<file path="src/rtl/mem_request_master.sv">
`default_nettype none
// ============================================================================
// Module      : mem_request_master
// Description : Accepts single read/write commands from a requester, drives
//               one start-strobed operation on a latency-fixed memory, waits
//               the configured number of cycles and returns a one-cycle
//               completion pulse carrying the read data. A separate RAM-clear
//               request holds clrRAM high for CLR_LAT cycles.
// Ports       : clk, rst                      clock / sync active-high reset
//               req_valid/req_ready           command handshake
//               req_write, req_indirect,
//               req_addr, req_wdata           command fields
//               clr_req                       RAM-clear request
//               rsp_valid, rsp_write,
//               rsp_rdata                     completion
//               busy                          block is not idle
//               start, cntrl, addr, dataIn,
//               isIndirect, clrRAM, dataOut   memory side
// Revision    : 1.0 - initial release
// ============================================================================
module mem_request_master #(
    parameter int DIRECT_LAT   = 2,
    parameter int INDIRECT_LAT = 4,
    parameter int CLR_LAT      = 1
) (
    input  logic       clk,
    input  logic       rst,
    input  logic       req_valid,
    output logic       req_ready,
    input  logic       req_write,
    input  logic       req_indirect,
    input  logic [7:0] req_addr,
    input  logic [7:0] req_wdata,
    input  logic       clr_req,
    output logic       rsp_valid,
    output logic       rsp_write,
    output logic [7:0] rsp_rdata,
    output logic       busy,
    output logic       start,
    output logic [1:0] cntrl,
    output logic [7:0] addr,
    output logic [7:0] dataIn,
    output logic       isIndirect,
    output logic       clrRAM,
    input  logic [7:0] dataOut
);

    // A latency of 0 is treated as 1 so WAIT/CLEAR always last at least a cycle.
    localparam logic [3:0] c_DIRECT_LAT   = (DIRECT_LAT   == 0) ? 4'd1 : 4'(DIRECT_LAT);
    localparam logic [3:0] c_INDIRECT_LAT = (INDIRECT_LAT == 0) ? 4'd1 : 4'(INDIRECT_LAT);
    localparam logic [3:0] c_CLR_LAT      = (CLR_LAT      == 0) ? 4'd1 : 4'(CLR_LAT);

    localparam logic [1:0] c_OP_NOP   = 2'b00;
    localparam logic [1:0] c_OP_READ  = 2'b01;
    localparam logic [1:0] c_OP_WRITE = 2'b10;

    typedef enum logic [2:0] {
        S_IDLE  = 3'd0,
        S_ISSUE = 3'd1,
        S_WAIT  = 3'd2,
        S_RESP  = 3'd3,
        S_CLEAR = 3'd4
    } state_t;

    state_t     r_state;
    state_t     w_state_nxt;

    logic [3:0] r_cnt;
    logic       r_write;
    logic       r_indirect;
    logic [7:0] r_addr;
    logic [7:0] r_wdata;
    logic [1:0] r_cntrl;
    logic [7:0] r_rdata;

    logic       w_ready;
    logic       w_start;
    logic       w_clr;
    logic       w_rsp_valid;

    // ------------------------------------------------------------------
    // Next-state and state-decoded strobes
    // ------------------------------------------------------------------
    always_comb begin
        w_state_nxt = r_state;
        w_ready     = 1'b0;
        w_start     = 1'b0;
        w_clr       = 1'b0;
        w_rsp_valid = 1'b0;
        case (r_state)
            S_IDLE: begin
                // A clear request blocks acceptance; any command stays pending.
                w_ready = ~clr_req;
                if (clr_req) begin
                    w_state_nxt = S_CLEAR;
                end else if (req_valid) begin
                    w_state_nxt = S_ISSUE;
                end
            end
            S_ISSUE: begin
                w_start     = 1'b1;
                w_state_nxt = S_WAIT;
            end
            S_WAIT: begin
                if (r_cnt <= 4'd1) begin
                    w_state_nxt = S_RESP;
                end
            end
            S_RESP: begin
                w_rsp_valid = 1'b1;
                w_state_nxt = S_IDLE;
            end
            S_CLEAR: begin
                w_clr = 1'b1;
                if (r_cnt <= 4'd1) begin
                    w_state_nxt = S_IDLE;
                end
            end
            default: begin
                w_state_nxt = S_IDLE;
            end
        endcase
    end

    // ------------------------------------------------------------------
    // State register, command latch, counter and read-data capture
    // ------------------------------------------------------------------
    always_ff @(posedge clk) begin
        if (rst) begin
            r_state    <= S_IDLE;
            r_cnt      <= 4'd0;
            r_write    <= 1'b0;
            r_indirect <= 1'b0;
            r_addr     <= 8'h00;
            r_wdata    <= 8'h00;
            r_cntrl    <= c_OP_NOP;
            r_rdata    <= 8'h00;
        end else begin
            r_state <= w_state_nxt;
            case (r_state)
                S_IDLE: begin
                    if (clr_req) begin
                        r_cnt <= c_CLR_LAT;
                    end else if (req_valid) begin
                        // Operation code is registered here so it is already
                        // valid during the ISSUE cycle and held through WAIT.
                        r_write    <= req_write;
                        r_indirect <= req_indirect;
                        r_addr     <= req_addr;
                        r_wdata    <= req_wdata;
                        r_cntrl    <= req_write ? c_OP_WRITE : c_OP_READ;
                    end
                end
                S_ISSUE: begin
                    r_cnt <= r_indirect ? c_INDIRECT_LAT : c_DIRECT_LAT;
                end
                S_WAIT: begin
                    r_cnt <= r_cnt - 4'd1;
                    if (r_cnt <= 4'd1) begin
                        // Last WAIT cycle: memory data is valid now.
                        r_rdata <= r_write ? 8'h00 : dataOut;
                        r_cntrl <= c_OP_NOP;
                    end
                end
                S_CLEAR: begin
                    if (r_cnt != 4'd0) begin
                        r_cnt <= r_cnt - 4'd1;
                    end
                end
                default: begin
                end
            endcase
        end
    end

    // ------------------------------------------------------------------
    // Outputs
    // ------------------------------------------------------------------
    assign req_ready  = w_ready;
    assign start      = w_start;
    assign clrRAM     = w_clr;
    assign rsp_valid  = w_rsp_valid;
    assign rsp_write  = r_write;
    assign rsp_rdata  = r_rdata;
    assign busy       = (r_state != S_IDLE);
    assign cntrl      = r_cntrl;
    assign addr       = r_addr;
    assign dataIn     = r_wdata;
    assign isIndirect = r_indirect;

endmodule
`default_nettype wire

</file>
<file path="config.mk">
export PLATFORM = sky130hd
export DESIGN_NAME = mem_request_master
export DESIGN_NICKNAME = d
export VERILOG_FILES = /design/src/rtl/mem_request_master.sv
export SDC_FILE = /design/constraint.sdc
export NUM_CORES = 1
export LEC_CHECK = 0
export BUFFER_PORTS_ARGS = -buffer_cell sky130_fd_sc_hd__buf_2
export CAP_MARGIN = 20
export CORE_MARGIN = 1.5
export CORE_UTILIZATION = 45
export CTS_BUF_LIST = sky130_fd_sc_hd__clkbuf_4 sky130_fd_sc_hd__clkbuf_8
export DETAILED_ROUTE_END_ITERATION = 16
export PLACE_DENSITY = 0.75
export RECOVER_POWER = 25
export SETUP_SLACK_MARGIN = 0.2
export SYNTH_ARGS = -nofsm -noshare
export SYNTH_HDL_FRONTEND = slang
export SYNTH_SLANG_ARGS = --single-unit
</file>
<file path="constraint.sdc">
create_clock -name clk -period 2.15 [get_ports clk]
set_input_delay 0.43 -clock clk [delete_from_list [all_inputs] [get_ports clk]]
set_output_delay 0.43 -clock clk [all_outputs]
set_load 0.005 [all_outputs]
</file>
==> results of run 1 <==
[how the worst max path moves through the flow]
stage,startpoint,endpoint,cells after the start
global route,r_state[1],clrRAM,3
floorplan,r_cnt[0],cntrl[0],6
CTS,r_state[2],clrRAM,2
detailed placement,r_state[2],r_cnt[0],4
finish,r_state[1],clrRAM,3
global placement,r_state[0],start,2
[tightest hold or removal path, delay by kind of cell]
kind / cells / cell delay (ps)
AO/OA/AOI/OAI: 1 / 50
buffers and inverters: 1 / 90
AND/OR/NAND/NOR: 1 / 40
[metal layers]
layer | global-route usage [%] | up-vias | part of all wire [%]
li1 | - | 779 | -
met1 | 23.52 | 698 | 44
met2 | 31.93 | 55 | 47
met3 | 5.072 | 5 | 7.0
met4 | 10.00 | 0 | 1.4
met5 | 0 | - | 0
[per-stage QoR]
step,hold slack [ps],instances,area (sq um),power [uW]
finish,315.6,299,1982,1447
global route,289.1,299,1982,1545
CTS,299.9,299,1979,1458
detailed placement,443.7,291,1914,1097
floorplan,448.2,190,1580,985.6
global placement,436.2,291,1914,1093
[flip-flops by register name, indices dropped and copies added, names as in the netlist]
name,cells
addr,8
cntrl,2
dataIn,8
isIndirect,1
r_cnt,4
r_state,3
rsp_rdata,8
rsp_write,1
[power by group through the flow]
| stage | clock network, uW | logic (uW) | registers, uW |
|---|---|---|---|
| global placement | 0 | 337 | 756 |
| floorplan | 0 | 242 | 744 |
| CTS | 369 | 344 | 744 |
| global route | 405 | 386 | 755 |
| detailed placement | 0 | 339 | 758 |
| finish | 357 | 344 | 747 |
[kinds of logic after synthesis]
group | after synthesis | synth area share [%]
flops | 35 | 44.34
compound gates | 50 | 19.64
simple gates | 81 | 26.68
buf+inv | 19 | 5.938
fa+ha+maj | 2 | 1.583
xor+xnor | 2 | 1.109
mux | 1 | 0.7125
[cell type report]
class | instances | area share [%]
well taps | 46 | 2.904
inverters | 8 | 1.515
clock buffers | 6 | 2.273
flip-flops and latches | 35 | 35.48
multi-input cells | 136 | 40.21
clock inverters | 2 | 0.6313
repair buffers | 66 | 16.98
[cells in the mapped netlist, types with 2 or more instances]
cell type and n:
nand3b_1 2, ha_1 2, o21ai_1 2, clkbuf_1 5, or3b_1 8, dfxtp_1 35, a32oi_1 2, nor2_1 8
nand2_1 47, a22oi_1 2, nor3_1 4, buf_2 3, xnor2_1 2, inv_1 7, buf_6 2, o21ai_0 3
a21oi_1 31, nor3b_2 2, nor3b_1 2
[repair_timing]
| action | in CTS | in global routing |
|---|---|---|
| resized for setup | 2 | 2 |
| pin swaps | 0 | 0 |
| setup endpoints to repair | 2 | 3 |
| hold buffers | 0 | 0 |
==> results.toml, run 1 <==
[outcome]
status = "complete, no violations"

[synth]
synth-async-reset-ratio_pct = 0
synth-seq-area-share_pct = 44.34
ys_warn_count = 0
ys_ff_latch = 35
synth_area_sq_mm = 0.001580
synth_edf_count = 0
yosysUniqueCellTypes = 40
yosysTopAreaCell = "dfxtp_1"
synth_top_cell_area_share_pct = 44.34
syn_nets = 222
synth.area.top_cells = "dfxtp_1 44%, nand2_1 11%, a21oi_1 9.8%"
syn_inst = 190
synthFlopType = "dfxtp_1"
synth.avg_cell_area_sq_um = 8.317

[routing]
antenna_left = 0
vias = 1537
drcViolationCount = 0
drt-wirelength-per-cell_microns = 12.25
drtPass1Iterations = 4
drt-initial-drc-count = 49
vias_per_cell = 5.140
wl_microns = 3663

[floorplan]
pin_count = 63
die-width_microns = 62.26
dieArea_sq_mm = 0.003876
core.rowCount = 21
coreArea_sq_mm = 0.003363
die_h_microns = 62.26
start_util_pct = 46.99

[grt]
groute.usage.overall_pct = 19.45
grt_max_degree = 20
overflow = 0
grt_pass1_wl_microns = 5996
antenna_found_initial = 0
grt_pass1_vias = 1367

[timing]
fmax_mhz = 533.6
hold_viol_final = 0
period_minus_slack_ps = 1874
tightest_slew_ps = 360.7
slew_violations = 0
finalSetupViolations = 0
fin_setup_tns_ps = 0
finClkSkew_ps = 9.324
min_period_over_period_pct = 87.17
relSlewSlack_pct = 75.87
worst_slack_ps = 275.8
grt_setup_unrepaired = "no"

[critical_path]
cp_slowest_cell = "dfxtp_1"
crit_buf_inv = 2
cp.arrival_ps = 1440
crit_path_max_incr_delay_ps = 410
cp_cell_sequence = "buf_4 > nor3b_4 > buf_2"
reg2reg_setup_slack_ps = 500
crit_required_ps = 1720
start_kind = "register"
r2r_end = "rsp_rdata[6]"
worstPathMaxFanout = 8
r2r-start = "r_state[1]"
reg2regPathDepth = 5
criticalPathCategory = "reg -> out"
end_kind = "output port"
critPathTopFamily = "flip-flops"

[clock_tree]
htree_levels = 2
cts_tree = "yes"
cts_buffers = 5
cts_buffer_depth = 2
clock_sinks = 35
clk_pin_slew_ps = 110
insertion_delay_ps = 340
cts_root_buf = "clkbuf_4"
cts_setup_buffers = 0

[layout]
fillers = 366
final_common_cell = "buf_2"
area_delta_synth_final_pct = 25.42
final_core_util_pct = 58.93
multi_input_area_sq_um = 797.0
final_cell_mix = "59 x buf_2, 47 x nand2_1, 33 x dfxtp_1"
seq_area_sq_um = 703.2
n_antenna_cell = 0
nNetsFinal = 284
drive_gt1_share_pct = 33.20

[power_and_ir_drop]
p_sw_uw = 456.9
power.internal_uw = 990.2
combPwrFrac_pct = 23.8
p_leak_uw = 0.0008689
clkPwrFrac_pct = 24.6
p_per_area_mw_per_mm2 = 730.2
vdd_drop_max_mv = 0.4788
sw_frac_of_total_pct = 31.57
seq_power_share_pct = 51.6

[place]
gp_congestion = 0.8010
place_ws_ps = 469.6
dp_hpwl_microns = 2538
port_buffers = 62

[min_path]
hp-class = "in -> reg"
worstHoldPathCells = 3
holdPathEnd = "addr[1]"
worstHoldStart = "req_addr[1]"

[flow_run]
cap_violations = 0
Note: power is estimated with default switching activity, not from simulation.
==> run 2: changes to the inputs <==
Settings changed: CELL_PAD_IN_SITES_DETAIL_PLACEMENT set to 1, CELL_PAD_IN_SITES_GLOBAL_PLACEMENT set to 2, CORE_UTILIZATION 45 to 27, PLACE_DENSITY 0.75 to unset, PLACE_DENSITY_LB_ADDON set to 0.1, TNS_END_PERCENT set to 5.
==> results.toml, run 2 (synthesis results as in run 1) <==
[floorplan]
die-width_microns = 79.51
die_h_microns = 79.51
start_util_pct = 28.35
dieArea_sq_mm = 0.006321
core.rowCount = 27
coreArea_sq_mm = 0.005574
pin_count = 63

[grt]
antenna_found_initial = 0
groute.usage.overall_pct = 13.78
grt_pass1_vias = 1394
grt_pass1_wl_microns = 6824
grt_max_degree = 20
overflow = 0

[place]
dp_hpwl_microns = 3072
gp_congestion = 0.7457
place_ws_ps = 353.1
port_buffers = 62
dp_cells = 317

[routing]
vias = 1493
vias_per_cell = 4.594
drtPass1Iterations = 3
drt-initial-drc-count = 63
antenna_left = 0
drcViolationCount = 0
drt-wirelength-per-cell_microns = 13.11
wl_microns = 4260

[timing]
tightest_slew_ps = 700.8
min_period_over_period_pct = 86.59
relSlewSlack_pct = 53.14
finalSetupViolations = 0
fmax_mhz = 537.1
hold_ws_ps = 373.8
slew_violations = 0
grt_setup_unrepaired = "no"
fin_setup_tns_ps = 0
period_minus_slack_ps = 1862
finClkSkew_ps = 5.571
worst_slack_ps = 288.3
hold_viol_final = 0

[critical_path]
r2r-start = "r_cnt[0]"
crit_required_ps = 1720
cp.arrival_ps = 1430
reg2reg_setup_slack_ps = 380
r2r_end = "rsp_rdata[5]"
criticalPathCategory = "reg -> out"
worstPathMaxFanout = 11
start_kind = "register"
reg2regPathDepth = 5
end_kind = "output port"

[power_and_ir_drop]
p_per_area_mw_per_mm2 = 775.1
p_leak_uw = 0.0008627
totalPowerFinal_uw = 1575
vdd_drop_max_mv = 0.2653

[layout]
instances_no_fill = 325
drive_gt1_share_pct = 30.83
nNetsFinal = 284
n_antenna_cell = 0
fillers = 708
final_cell_mix = "54 x buf_2, 47 x nand2_1, 34 x dfxtp_1"
area_delta_synth_final_pct = 28.58
final_common_cell = "buf_2"

[min_path]
worstHoldPathCells = 3
hp-class = "in -> reg"
worstHoldStart = "req_addr[7]"
holdPathEnd = "addr[7]"

[clock_tree]
insertion_delay_ps = 290
htree_levels = 2
cts_setup_buffers = 0
ctsHoldBuffers = 0
clock_sinks = 35
cts_resized = 1
clk_pin_slew_ps = 70
cts_root_buf = "clkbuf_8"
cts_buffers = 5
cts_tree = "yes"
cts_buffer_depth = 2

[outcome]
status = "complete, no violations"

[flow_run]
cap_violations = 0
==> run 2: changes by cell type in the layout (fill, tap and decap cells not counted), sizes merged <==
cell,change
buf,-5
clkbuf,+5
==> run 2: power breakdown <==
group	switching [uW]	leakage [uW]	internal, uW
registers	48.0	0.000285	695
logic	193	0.000533	154
clock network	246	0.0000446	239
==> run 2: area by class of cell <==
| cell class | instances | area [sq um] | share of cell area, % |
|---|---|---|---|
| Sequential cell | 35 | 701.9 | 34.54 |
| Tap cell | 72 | 90.09 | 4.433 |
| Clock buffer | 6 | 76.32 | 3.756 |
| Inverter | 8 | 30.03 | 1.478 |
| Clock inverter | 2 | 12.51 | 0.6158 |
| Timing Repair Buffer | 66 | 330.3 | 16.26 |
| Multi-Input combinational cell | 136 | 790.8 | 38.92 |
==> run 2: worst max-delay path: stages, from the launching register on <==
cell and delay [ps]:
dfxtp_1 610, nor3b_2 360, buf_2 170
==> run 2: how the worst max path moves through the flow <==
stage,endpoint,start,slack [ps],cells past startpoint
floorplan,cntrl[0],r_cnt[0],650,6
global placement,start,r_state[0],360,2
detailed placement,start,r_state[0],350,2
CTS,start,r_state[0],220,2
global route,clrRAM,r_state[2],210,2
finish,clrRAM,r_state[2],290,2
==> run 2: stage by stage <==
stage                     utilization, %  instance area (sq um)
after global routing               36.45                   2032
final                              36.45                   2032
after global placement             34.93                   1947
after detailed placement           34.93                   1947
after floorplan                        -                   1580
after CTS                          36.54                   2037
==> run 2: routing by layer <==
metal | part of all wire [%] | global-route usage (%) | up-vias
met5 | 0 | 0 | -
met4 | 1.3 | 5.789 | 0
met3 | 6.9 | 4.229 | 5
met2 | 43 | 19.92 | 39
met1 | 49 | 18.82 | 675
li1 | - | - | 774
==> run 3: changes to the inputs <==
Settings changed: ABC_AREA set to 1, CORE_UTILIZATION 27 to 26.
==> results.toml, run 3 <==
[synth]
synth_top_cell_area_share_pct = 45.79
ys_ff_latch = 35
synth_area_sq_mm = 0.001530
synth-async-reset-ratio_pct = 0
yosys-top-cells-count = "47 x nor2_1, 35 x dfxtp_1, 35 x o21ai_0, 34 x nand2_1, 24 x inv_1"
yosysMostFrequentCell = "nor2_1"
yosysTopAreaCell = "dfxtp_1"
synth_edf_count = 0
synth.avg_cell_area_sq_um = 7.184
syn_nets = 245
syn_inst = 213
synth.area.top_cells = "dfxtp_1 46%, nor2_1 12%, o21ai_0 11%"
synth-seq-area-share_pct = 45.79
yosysUniqueCellTypes = 20
synthFlopType = "dfxtp_1"
ys_warn_count = 0

[grt]
antenna_found_initial = 0
use_met1_pct = 18.08
grt_pass1_vias = 1507
overflow = 0
gr-usage-met2_pct = 21.27
busiest_layer = "met2"
grt_use_met3_pct = 5.143
grt_pass1_wl_microns = 6913
groute.usage.overall_pct = 13.90
grt_max_degree = 22

[critical_path]
critPathLaunch = "r_state[0]"
end_kind = "output port"
start_kind = "register"
criticalPathCategory = "reg -> out"
cp.arrival_ps = 1180
worstPathMaxFanout = 5
r2r-start = "r_state[1]"
crit_required_ps = 1720

[clock_tree]
cts_buffer_depth = 2
cts_buffers = 5
insertion_delay_ps = 280
clk_pin_slew_ps = 80
clock_sinks = 35
cts_tree = "yes"
cts_root_buf = "clkbuf_8"
cts_setup_buffers = 0
htree_levels = 2
ctsHoldBuffers = 0
cts_resized = 0

[place]
port_buffers = 62
gp_congestion = 0.7181
dp_hpwl_microns = 2972

[routing]
drcViolationCount = 0
vias = 1466
drtPass1Iterations = 4
drt-wirelength-per-cell_microns = 11.42
antenna_left = 0
vias_per_cell = 4.189
drt-initial-drc-count = 33
wl_microns = 3997

[timing]
slew_violations = 0
relSlewSlack_pct = 62.53
finClkSkew_ps = 6.894
finalSetupViolations = 0
tightest_slew_ps = 561.4
fin_setup_tns_ps = 0
hold_viol_final = 0
grt_setup_unrepaired = "no"
fmax_mhz = 620.1
min_period_over_period_pct = 75.01
period_minus_slack_ps = 1613

[layout]
final_common_cell = "buf_2"
drive_gt1_share_pct = 28.78
n_antenna_cell = 0
fillers = 753
final_core_util_pct = 35.43
nNetsFinal = 309
final_cell_mix = "54 x buf_2, 47 x nor2_1, 35 x o21ai_0, 35 x dfxtp_1, 34 x nand2_1"
area_delta_synth_final_pct = 29.84

[outcome]
status = "complete, no violations"

[floorplan]
pin_count = 63
core.rowCount = 27
die_h_microns = 79.72
dieArea_sq_mm = 0.006354
die-width_microns = 79.72
coreArea_sq_mm = 0.005608
start_util_pct = 27.29

[power_and_ir_drop]
p_leak_uw = 0.001019
p_per_area_mw_per_mm2 = 893.8
vdd_drop_max_mv = 0.3461

[min_path]
worstHoldStart = "req_wdata[7]"
hp-class = "in -> reg"

[flow_run]
cap_violations = 0
==> run 3: final timing paths <==
kind / slack, ps / end / cells past startpoint
min reg2reg: 470 / cntrl[1] / 2
max reg2reg: 550 / addr[2] / 6
max: 540 / start / 4
min: 370 / dataIn[7] / 3
==> run 3: cell families after synthesis <==
family	Yosys count	share of synthesized area (%)
xor gates and xnor gates	1	0.5725
and+or+nand+nor	103	29.11
buffers and inverters	33	10.14
DFF	35	45.79
adders and majority gates	2	1.635
AOI/OAI and AO/OA	39	12.76
==> run 3: final cells by class <==
class / instances / area [sq um] / share of cell area [%]
repair buffers: 64 / 315.3 / 15.87
flip-flops and latches: 35 / 700.7 / 35.26
inverters: 26 / 102.6 / 5.164
multi-input cells: 145 / 674.4 / 33.94
clock buffers: 7 / 96.34 / 4.849
clock inverters: 1 / 7.507 / 0.3778
well taps: 72 / 90.09 / 4.534
==> run 3: per-layer routing <==
layer / vias up / share of wire (%) / wire length, microns
met2: 49 / 40 / 1617
met1: 623 / 50 / 2014
met3: 4 / 8.1 / 323
met5: - / 0 / 0
met4: 0 / 1.0 / 41
li1: 790 / - / -
==> run 3: through the flow <==
step / total power [uW] / setup slack [ps] / instance area [sq um] / hold WS, ps / cells
after floorplan: 1105 / 782.3 / 1530 / 451.3 / 213
after global placement: 1272 / 494.6 / 1893 / 449.4 / 342
after detailed placement: 1275 / 444.1 / 1893 / 463.7 / 342
after CTS: 1821 / 487.9 / 1997 / 358.8 / 350
after global routing: 1931 / 318.2 / 1987 / 380.1 / 350
final: 1776 / 537.3 / 1987 / 366.3 / 350
==> run 3: where the power goes <==
part / switching (uW) / internal [uW] / leakage [uW] / total, uW
Combinational: 287 / 178 / 0.000682 / 465
Sequential: 53.1 / 728 / 0.000287 / 781
Clock: 238 / 291 / 0.0000505 / 530
Total: 578 / 1200 / 0.00102 / 1780
==> run 3: critical path, cell delays in order, from the launching register on <==
cell,delay [ps]
dfxtp_1,450
inv_1,60
nor3_1,130
buf_4,160
buf_2,110
